$ cat config.mk
export PLATFORM = sky130hd
export DESIGN_NAME = fifo_wr_arbiter
export DESIGN_NICKNAME = d
export VERILOG_FILES = /design/src/rtl/fifo_arb_pkg.sv /design/src/rtl/fifo_wr_arbiter_rr_picker.sv /design/src/rtl/fifo_wr_arbiter.sv
export SDC_FILE = /design/constraint.sdc
export NUM_CORES = 1
export LEC_CHECK = 0
export ABC_AREA = 1
export CAP_MARGIN = 20
export CORE_UTILIZATION = 36
export CTS_CLUSTER_DIAMETER = 60
export DETAILED_ROUTE_END_ITERATION = 8
export PLACE_DENSITY = 0.79
export SYNTH_ARGS = -nofsm -noshare
export SYNTH_HDL_FRONTEND = slang
export SYNTH_SLANG_ARGS = --single-unit
$ cat constraint.sdc
create_clock -name clk_i -period 2.24 [get_ports clk_i]
set_clock_uncertainty 0.1 [all_clocks]
set_input_delay 0.448 -clock clk_i [delete_from_list [all_inputs] [get_ports clk_i]]
set_output_delay 0.448 -clock clk_i [all_outputs]
set_load 0.1 [all_outputs]
$ cat src/rtl/fifo_arb_pkg.sv
// Shared types and default sizing for the fifo write-port arbiter.
// The optional per-producer beat counters are enabled by FIFO_WR_ARBITER_STATS_EN.
package fifo_arb_pkg;

    typedef enum logic {
        IDLE  = 1'b0,
        GRANT = 1'b1
    } arb_state_e;

    localparam int DEF_N_REQ     = 4;
    localparam int DEF_WIDTH     = 16;
    localparam int DEF_MAX_BURST = 4;
    localparam int STAT_W        = 16;

    // Index width that stays legal for a single-producer build.
    function automatic int idx_width(input int n);
        return (n > 1) ? $clog2(n) : 1;
    endfunction

endpackage

$ cat src/rtl/fifo_wr_arbiter_rr_picker.sv
// Combinational round-robin search: first set bit of valid_i at or after ptr_i,
// wrapping from the top producer back to producer 0.
module rr_picker
    import fifo_arb_pkg::*;
#(
    parameter int N_REQ = DEF_N_REQ,
    parameter int IDX_W = 2
) (
    input  logic [N_REQ-1:0] valid_i,
    input  logic [IDX_W-1:0] ptr_i,
    output logic [N_REQ-1:0] pick_o,
    output logic [IDX_W-1:0] idx_o
);

    int               cand;
    logic [IDX_W-1:0] cand_idx;
    logic             found;

    always_comb begin
        pick_o   = '0;
        idx_o    = '0;
        found    = 1'b0;
        cand     = 0;
        cand_idx = '0;
        for (int i = 0; i < N_REQ; i++) begin
            cand = int'(ptr_i) + i;
            if (cand >= N_REQ) begin
                cand = cand - N_REQ;
            end
            cand_idx = IDX_W'(cand);
            if (!found && valid_i[cand_idx]) begin
                found           = 1'b1;
                pick_o[cand_idx] = 1'b1;
                idx_o           = cand_idx;
            end
        end
    end

endmodule

$ cat src/rtl/fifo_wr_arbiter.sv
// Round-robin arbiter letting N_REQ producers share one fifo write port in
// bursts of up to MAX_BURST beats. Optional stats: FIFO_WR_ARBITER_STATS_EN.
module fifo_wr_arbiter
    import fifo_arb_pkg::*;
#(
    parameter int N_REQ     = DEF_N_REQ,
    parameter int WIDTH     = DEF_WIDTH,
    parameter int MAX_BURST = DEF_MAX_BURST
) (
    input  logic                     clk_i,
    input  logic                     reset_i,
    input  logic [N_REQ-1:0]         req_valid_i,
    input  logic [N_REQ*WIDTH-1:0]   req_data_i,
    output logic [N_REQ-1:0]         req_ready_o,
    input  logic                     fifo_full_i,
    output logic                     fifo_write_en_o,
    output logic [WIDTH-1:0]         fifo_data_o,
    output logic [N_REQ-1:0]         grant_o,
    output logic                     busy_o
`ifdef FIFO_WR_ARBITER_STATS_EN
    ,
    output logic [N_REQ*STAT_W-1:0]  beat_count_o
`endif
);

    localparam int               IDX_W     = idx_width(N_REQ);
    localparam int               CNT_W     = $clog2(MAX_BURST + 1);
    localparam logic [IDX_W-1:0] LAST_IDX  = IDX_W'(N_REQ - 1);
    localparam logic [CNT_W-1:0] BURST_END = CNT_W'(MAX_BURST);

    arb_state_e       state_q, state_d;
    logic [IDX_W-1:0] owner_q, owner_d;
    logic [IDX_W-1:0] rr_ptr_q, rr_ptr_d;
    logic [CNT_W-1:0] beat_cnt_q, beat_cnt_d;

    logic [N_REQ-1:0] pick;
    logic [IDX_W-1:0] pick_idx;
    logic             pick_any;
    logic             in_grant;
    logic             owner_valid;
    logic             accept;
    logic             burst_done;

    rr_picker #(
        .N_REQ (N_REQ),
        .IDX_W (IDX_W)
    ) u_picker (
        .valid_i (req_valid_i),
        .ptr_i   (rr_ptr_q),
        .pick_o  (pick),
        .idx_o   (pick_idx)
    );

    assign pick_any = |pick;

    // Reset gates the outputs directly so they drop in the same cycle it rises.
    assign in_grant    = (state_q == GRANT) && !reset_i;
    assign owner_valid = req_valid_i[owner_q];
    assign accept      = in_grant && owner_valid && !fifo_full_i;
    assign burst_done  = accept && ((beat_cnt_q + 1'b1) == BURST_END);

    always_comb begin
        fifo_write_en_o      = accept;
        req_ready_o          = '0;
        req_ready_o[owner_q] = accept;
        grant_o              = '0;
        grant_o[owner_q]     = in_grant;
        busy_o               = in_grant;
        fifo_data_o          = in_grant ? req_data_i[owner_q*WIDTH +: WIDTH] : '0;
    end

    always_comb begin
        state_d    = state_q;
        owner_d    = owner_q;
        rr_ptr_d   = rr_ptr_q;
        beat_cnt_d = beat_cnt_q;
        case (state_q)
            IDLE: begin
                if (pick_any) begin
                    state_d    = GRANT;
                    owner_d    = pick_idx;
                    beat_cnt_d = '0;
                end
            end
            GRANT: begin
                // A dropped valid ends the burst even while the fifo is full.
                if (!owner_valid || burst_done) begin
                    state_d    = IDLE;
                    beat_cnt_d = '0;
                    rr_ptr_d   = (owner_q == LAST_IDX) ? '0 : owner_q + 1'b1;
                end else if (accept) begin
                    beat_cnt_d = beat_cnt_q + 1'b1;
                end
            end
            default: state_d = IDLE;
        endcase
    end

    always_ff @(posedge clk_i or posedge reset_i) begin
        if (reset_i) begin
            state_q    <= IDLE;
            owner_q    <= '0;
            rr_ptr_q   <= '0;
            beat_cnt_q <= '0;
        end else begin
            state_q    <= state_d;
            owner_q    <= owner_d;
            rr_ptr_q   <= rr_ptr_d;
            beat_cnt_q <= beat_cnt_d;
        end
    end

`ifdef FIFO_WR_ARBITER_STATS_EN
    logic [N_REQ*STAT_W-1:0] stat_q, stat_d;

    // Per-producer accepted-beat counters, saturating at all-ones.
    always_comb begin
        stat_d = stat_q;
        for (int k = 0; k < N_REQ; k++) begin
            if (req_ready_o[k] && (stat_q[k*STAT_W +: STAT_W] != {STAT_W{1'b1}})) begin
                stat_d[k*STAT_W +: STAT_W] = stat_q[k*STAT_W +: STAT_W] + 1'b1;
            end
        end
    end

    always_ff @(posedge clk_i or posedge reset_i) begin
        if (reset_i) begin
            stat_q <= '0;
        end else begin
            stat_q <= stat_d;
        end
    end

    assign beat_count_o = stat_q;
`endif

    a_no_write_when_full: assert property (
        @(posedge clk_i) disable iff (reset_i) !(fifo_write_en_o && fifo_full_i)
    );

    a_grant_onehot: assert property (
        @(posedge clk_i) disable iff (reset_i) $onehot0(grant_o)
    );

endmodule

Word level (Yosys, flattened, before mapping)
Cells that the tools add are included.
- add/subtract/negate cells: 9
- magnitude comparators: 14
- eq/ne operators: 4
- shift operators: 1
- multiplexer cells: 44
- bitwise logic cells: 6
- reductions and logical operators: 23
- operator list (cell ; count):
    64-bit by 7-bit variable part select with 16-bit output ; 1
    2-bit 2-to-1 mux ; 9
    16-bit 2-to-1 mux ; 1
    4-bit 2-to-1 mux ; 4
    2-bit by 3-bit < comparator with 1-bit output, second input constant ; 5
    1-bit 2-to-1 mux ; 15
    1-bit logical AND ; 12
    4-bit OR ; 3
    1-bit binary-select mux with 2-bit select ; 5
    1-bit demux with 2-bit select ; 5
    2-bit by 1-bit >= comparator with 1-bit output, second input constant ; 5
    3-bit >= comparator, second input constant ; 3
    3-bit 2-to-1 mux ; 3
    4-bit AND ; 2
    2-bit by 1-bit subtractor with 2-bit output, second input constant ; 4
    2-bit by 2-bit adder with 3-bit output, second input constant ; 2
    1-bit zero test ; 6
    3-bit case mux with 2 select lines ; 1
    2-bit AND reduction ; 3
    4-bit OR reduction ; 1
    2-bit by 1-bit adder with 3-bit output, second input constant ; 1
    3-bit by 1-bit adder with 3-bit output, second input constant ; 1
    3-bit == test, second input constant ; 1
    2-bit by 3-bit >= comparator with 1-bit output, second input constant ; 1
    7 further kinds ; 7
- flip-flop bits (word level): 8
- input bits: 71
- output and inout bits: 26

Longest topological paths before layout
- depth after elaboration: 17
- gate-level depth with buffers: 12
- gate-level depth less buffers: 12

By module
Synthesis repeated with hierarchy kept, for this count alone.
- cells, all modules: 274
- area, all modules: 1567.8 sq um
- modules (own cells, without submodules) (module ; times used ; cells each ; area an instance (sq um) ; seq. area each (sq um)):
    fifo_wr_arbiter ; 1 ; 201 ; 1128.6 ; 200.2
    rr_picker ; 1 ; 73 ; 439.2 ; 0.0

Worst setup path before layout
OpenSTA, ideal clock, no wires.
- path kind: register -> output
- from: reg state_q
- to: out req_ready_o[0]
- arrival time: 3.649 ns
- data required time: 1.692 ns
- setup slack: -1.957 ns
- stages on the path, launching flop included: 9
- buffers on the path: 0
- path through: dfrtp_1 -> inv_2 -> nor2_2 -> inv_2 -> nor2_4 -> inv_1 -> nor2_4 -> inv_1 -> nor2_1
- longest elaborated chain between the ends: 4
- RTL lines (item ; line ; RTL):
    start, declared ; fifo_wr_arbiter.sv:31 ; arb_state_e state_q, state_d;
    start signal, assigned ; fifo_wr_arbiter.sv:106 ; state_q <= state_d;
    1-bit logical AND ; fifo_wr_arbiter.sv:57 ; assign in_grant = (state_q == GRANT) && !reset_i;
    via busy_o ; fifo_wr_arbiter.sv:19 ; output logic busy_o
    1-bit logical AND (2 in series) ; fifo_wr_arbiter.sv:59 ; assign accept = in_grant && owner_valid && !fifo_full_i;
    via fifo_write_en_o ; fifo_wr_arbiter.sv:16 ; output logic fifo_write_en_o,
    4-bit AND (no source line) ; -- ;
    end, declared ; fifo_wr_arbiter.sv:14 ; output logic [N_REQ-1:0] req_ready_o,
The timed path passes the listed nets, and every way through them passes these cells.

Worst setup path after layout
- from: reg owner_q[0]
- to: out req_ready_o[3]
- longest elaborated chain between the ends: 5
- elaborated cells on any way between the ends: 10
- those cells by class: order compare: 2; mux: 4; bitwise: 1; reduce/logical: 3
- RTL lines (item ; line ; RTL):
    start, declared ; fifo_wr_arbiter.sv:32 ; logic [IDX_W-1:0] owner_q, owner_d;
    start signal, assigned ; fifo_wr_arbiter.sv:107 ; owner_q <= owner_d;
    2-bit by 3-bit < comparator with 1-bit output (implied by the code), or another cell as far along ; fifo_wr_arbiter.sv:65 ; req_ready_o[owner_q] = accept;
    1-bit logical AND (implied by the code) / 1-bit 2-to-1 mux (equally long branches) ; fifo_wr_arbiter.sv:65, fifo_wr_arbiter.sv:58 ;
    1-bit 2-to-1 mux (implied by the code) / 1-bit logical AND (equally long branches) ; fifo_wr_arbiter.sv:65, fifo_wr_arbiter.sv:59 ;
    1-bit demux with 2-bit select / 1-bit logical AND (equally long branches) ; fifo_wr_arbiter.sv:65, fifo_wr_arbiter.sv:59 ;
    4-bit AND (no source line) (*) ; -- ;
Every way passes the cells marked *; elsewhere a longest branch is shown, timed or not. The select of a mux whose other input is x is not followed.

==> flow_metrics.py <==
metrics = {
    "status": {
        "failed_checks": "setup timing",
        "status": "finished with violations",
    },
    "cells_and_area": {
        "n_fill_cell": 213,
        "areaGrowthSynthToFinish_pct": 124,
        "finalNonFillerCells": 417,
        "fin_util": 0.856,
        "nNetsFinal": 454,
        "antenna_cells": 0,
        "drive_above_1_share": 0.325,
    },
    "setup_path": {
        "cp.required_ns": 1.69,
        "critPathMaxFanout": 7,
        "crit_path_start": "owner_q[0]",
        "path_class": "reg2out",
        "crit_path_end_kind": "primary output",
        "worstReg2RegStart": "rr_ptr_q[1]",
        "worstPathArrival_ns": 1.75,
        "critPathLaunchType": "register",
    },
    "clock_network": {
        "cts_inserted_buffers": 3,
        "cts_tree": "built",
        "hold_buffers": 0,
        "cts_root_buf": "clkbuf_8",
        "path_clk_slew_ns": 0.04,
        "h-tree-depth": 1,
        "clk_latency_ns": 0.23,
        "cts_buffer_depth": 2,
        "clock-sinks": 8,
    },
    "timing": {
        "hold_viol": 0,
        "worst_pin_slew_ns": 0.348,
        "rsz0062_at_grt": "yes",
        "fin_crit_sh": 1.03,
        "max_freq_mhz": 435,
        "setup_viol": 6,
        "maxSlewViolCount": 0,
        "slew_headroom": 0.765,
        "fin_setup_tns_ns": -0.234,
        "fin_ws_ns": -0.0594,
        "period_needed_ns": 2.30,
    },
    "routing": {
        "ant_nets": 0,
        "vias_per_cell": 5.06,
        "vias": 2108,
        "route.detailed.drc": 0,
        "drtPass1Iterations": 4,
        "wl_um": 6130,
        "first_iter_violations": 77,
        "wire_per_inst_um": 14.7,
    },
    "logic_synthesis": {
        "yosysTopAreaCell": "nor2_1",
        "ys_seq_elements": 8,
        "synth_cells": 255,
        "synth_area_um2": 1430,
        "synth_cell_types": 21,
        "synth_seq_area_share": 0.140,
        "synthesis.nets": 338,
        "yosysMostFrequentCell": "nor2_1",
        "async_flop_share": 1.00,
        "synth_edf_count": 0,
        "yosys_warnings": 0,
        "ys.flop_type": "dfrtp_1",
        "synthTopCellsByArea": "nor2_1, dfrtp_1, o21ai_0",
        "netlist_top_cells_count": "nor2_1, o21ai_0, nand2_1",
        "syn_avg_cell_area_um2": 5.60,
        "netlist.area_leader.share": 0.205,
    },
    "place": {
        "place_ws_ns": -0.358,
        "placed_cells": 407,
        "io_buffers": 96,
        "globalplace.congestion": 0.900,
        "dp.final_hpwl_um": 4330,
    },
    "pwr": {
        "leakagePower_nw": 1.38,
        "peakVddDrop_mv": 1.04,
        "powerDensity_nw_per_um2": 1340,
    },
    "floorplan": {
        "fp.dieArea_um2": 4230,
        "core-area_um2": 3740,
        "chipHeight_um": 65,
        "std_cell_rows": 22,
        "initial_core_util": 0.382,
        "io_pins": 97,
        "die_w_um": 65,
    },
    "job": {
        "max_cap_violations": 0,
    },
    "global_route": {
        "overflow": 0,
        "antenna_found_initial": 0,
        "grt_pass1_vias": 2046,
        "grt_use_total": 0.292,
        "grt_max_degree": 33,
        "grt_pass1_wl_um": 9490,
    },
    "hold_path": {
        "hp-class": "in2async",
    },
}
## cell usage in the layout (no fill, tap or decap), types with 11 or more instances in the layout
| cell | instances |
|---|---|
| nor2_1 | 70 |
| clkdlybuf4s50_1 | 64 |
| buf_12 | 28 |
| buf_4 | 23 |
| nand2_1 | 22 |
| o21ai_1 | 22 |
| inv_1 | 17 |
| a21oi_4 | 16 |
| nand2_2 | 15 |
| nand3_1 | 14 |
| ha_1 | 12 |
| nor2_4 | 11 |
| o21ai_0 | 11 |
## through the flow
stage	power [mW]	hold WS, ns	instance area, µm²
2_1_floorplan	2.76	0.164	1680
6_report	4.31	0.194	3210
4_1_cts	4.20	0.199	3190
5_1_grt	4.57	0.222	3210
3_3_place_gp	3.83	0.387	3080
3_5_place_dp	3.90	0.395	3080
## flip-flops by register name, summed over array words and instances (netlist names)
signal,cells
state_q,1
rr_ptr_q,2
owner_q,2
beat_cnt_q,3
## kinds of logic after synthesis
family          synth area share
fa+ha+maj                  0.105
simple gates               0.442
buf+inv                    0.105
compound gates             0.208
flops                      0.140
## metal layers
| metal | global-route usage | up-vias | wire (µm) |
|---|---|---|---|
| met2 | 0.542 | 80 | 3170 |
| li1 | - | 1052 | - |
| met1 | 0.320 | 958 | 2400 |
| met5 | 0 | - | 0 |
| met4 | 0.111 | 0 | 181 |
| met3 | 0.0616 | 18 | 371 |
## path summary, 6_finish.rpt
kind,slack [ns],cells after the start,to
setup / recovery,-0.06,6,req_ready_o[3]
min in group clk_i,0.40,2,beat_cnt_q[1]
setup reg to reg,0.20,12,beat_cnt_q[0]
hold / removal,0.19,2,beat_cnt_q[0]
hold reg to reg,0.40,2,beat_cnt_q[1]
max in group asynchronous,1.58,2,owner_q[0]
## worst max-delay path, stage by stage, from the launching register on
cell        delay [ns]
dfrtp_2           0.49
o21ai_2           0.23
nand2_2           0.11
nor2_4            0.14
clkinvlp_4        0.21
nor2_4            0.16
buf_12            0.18
## cell type report
class                   count  area, µm²  area share
inverters                  26        105      0.0328
multi-input cells         209       1340       0.418
well taps                  48       60.1      0.0187
flip-flops and latches      8        203      0.0632
repair buffers            123       1460       0.454
clock buffers               3       41.3      0.0129
## report_power, final
part / total, mW / leakage (nW) / internal, mW / switching [mW]
logic: 3.85 / 1.26 / 1.38 / 2.46
clock network: 0.174 / 0.0216 / 0.116 / 0.0576
registers: 0.289 / 0.0994 / 0.202 / 0.0868
total: 4.31 / 1.38 / 1.70 / 2.61
## what timing repair did
item	in CTS	in global routing
resized for setup	21	25
setup endpoints to repair	21	22
pin swaps	8	1
buffers inserted	7	0
No activity file was read; power rests on OpenSTA's default activity.
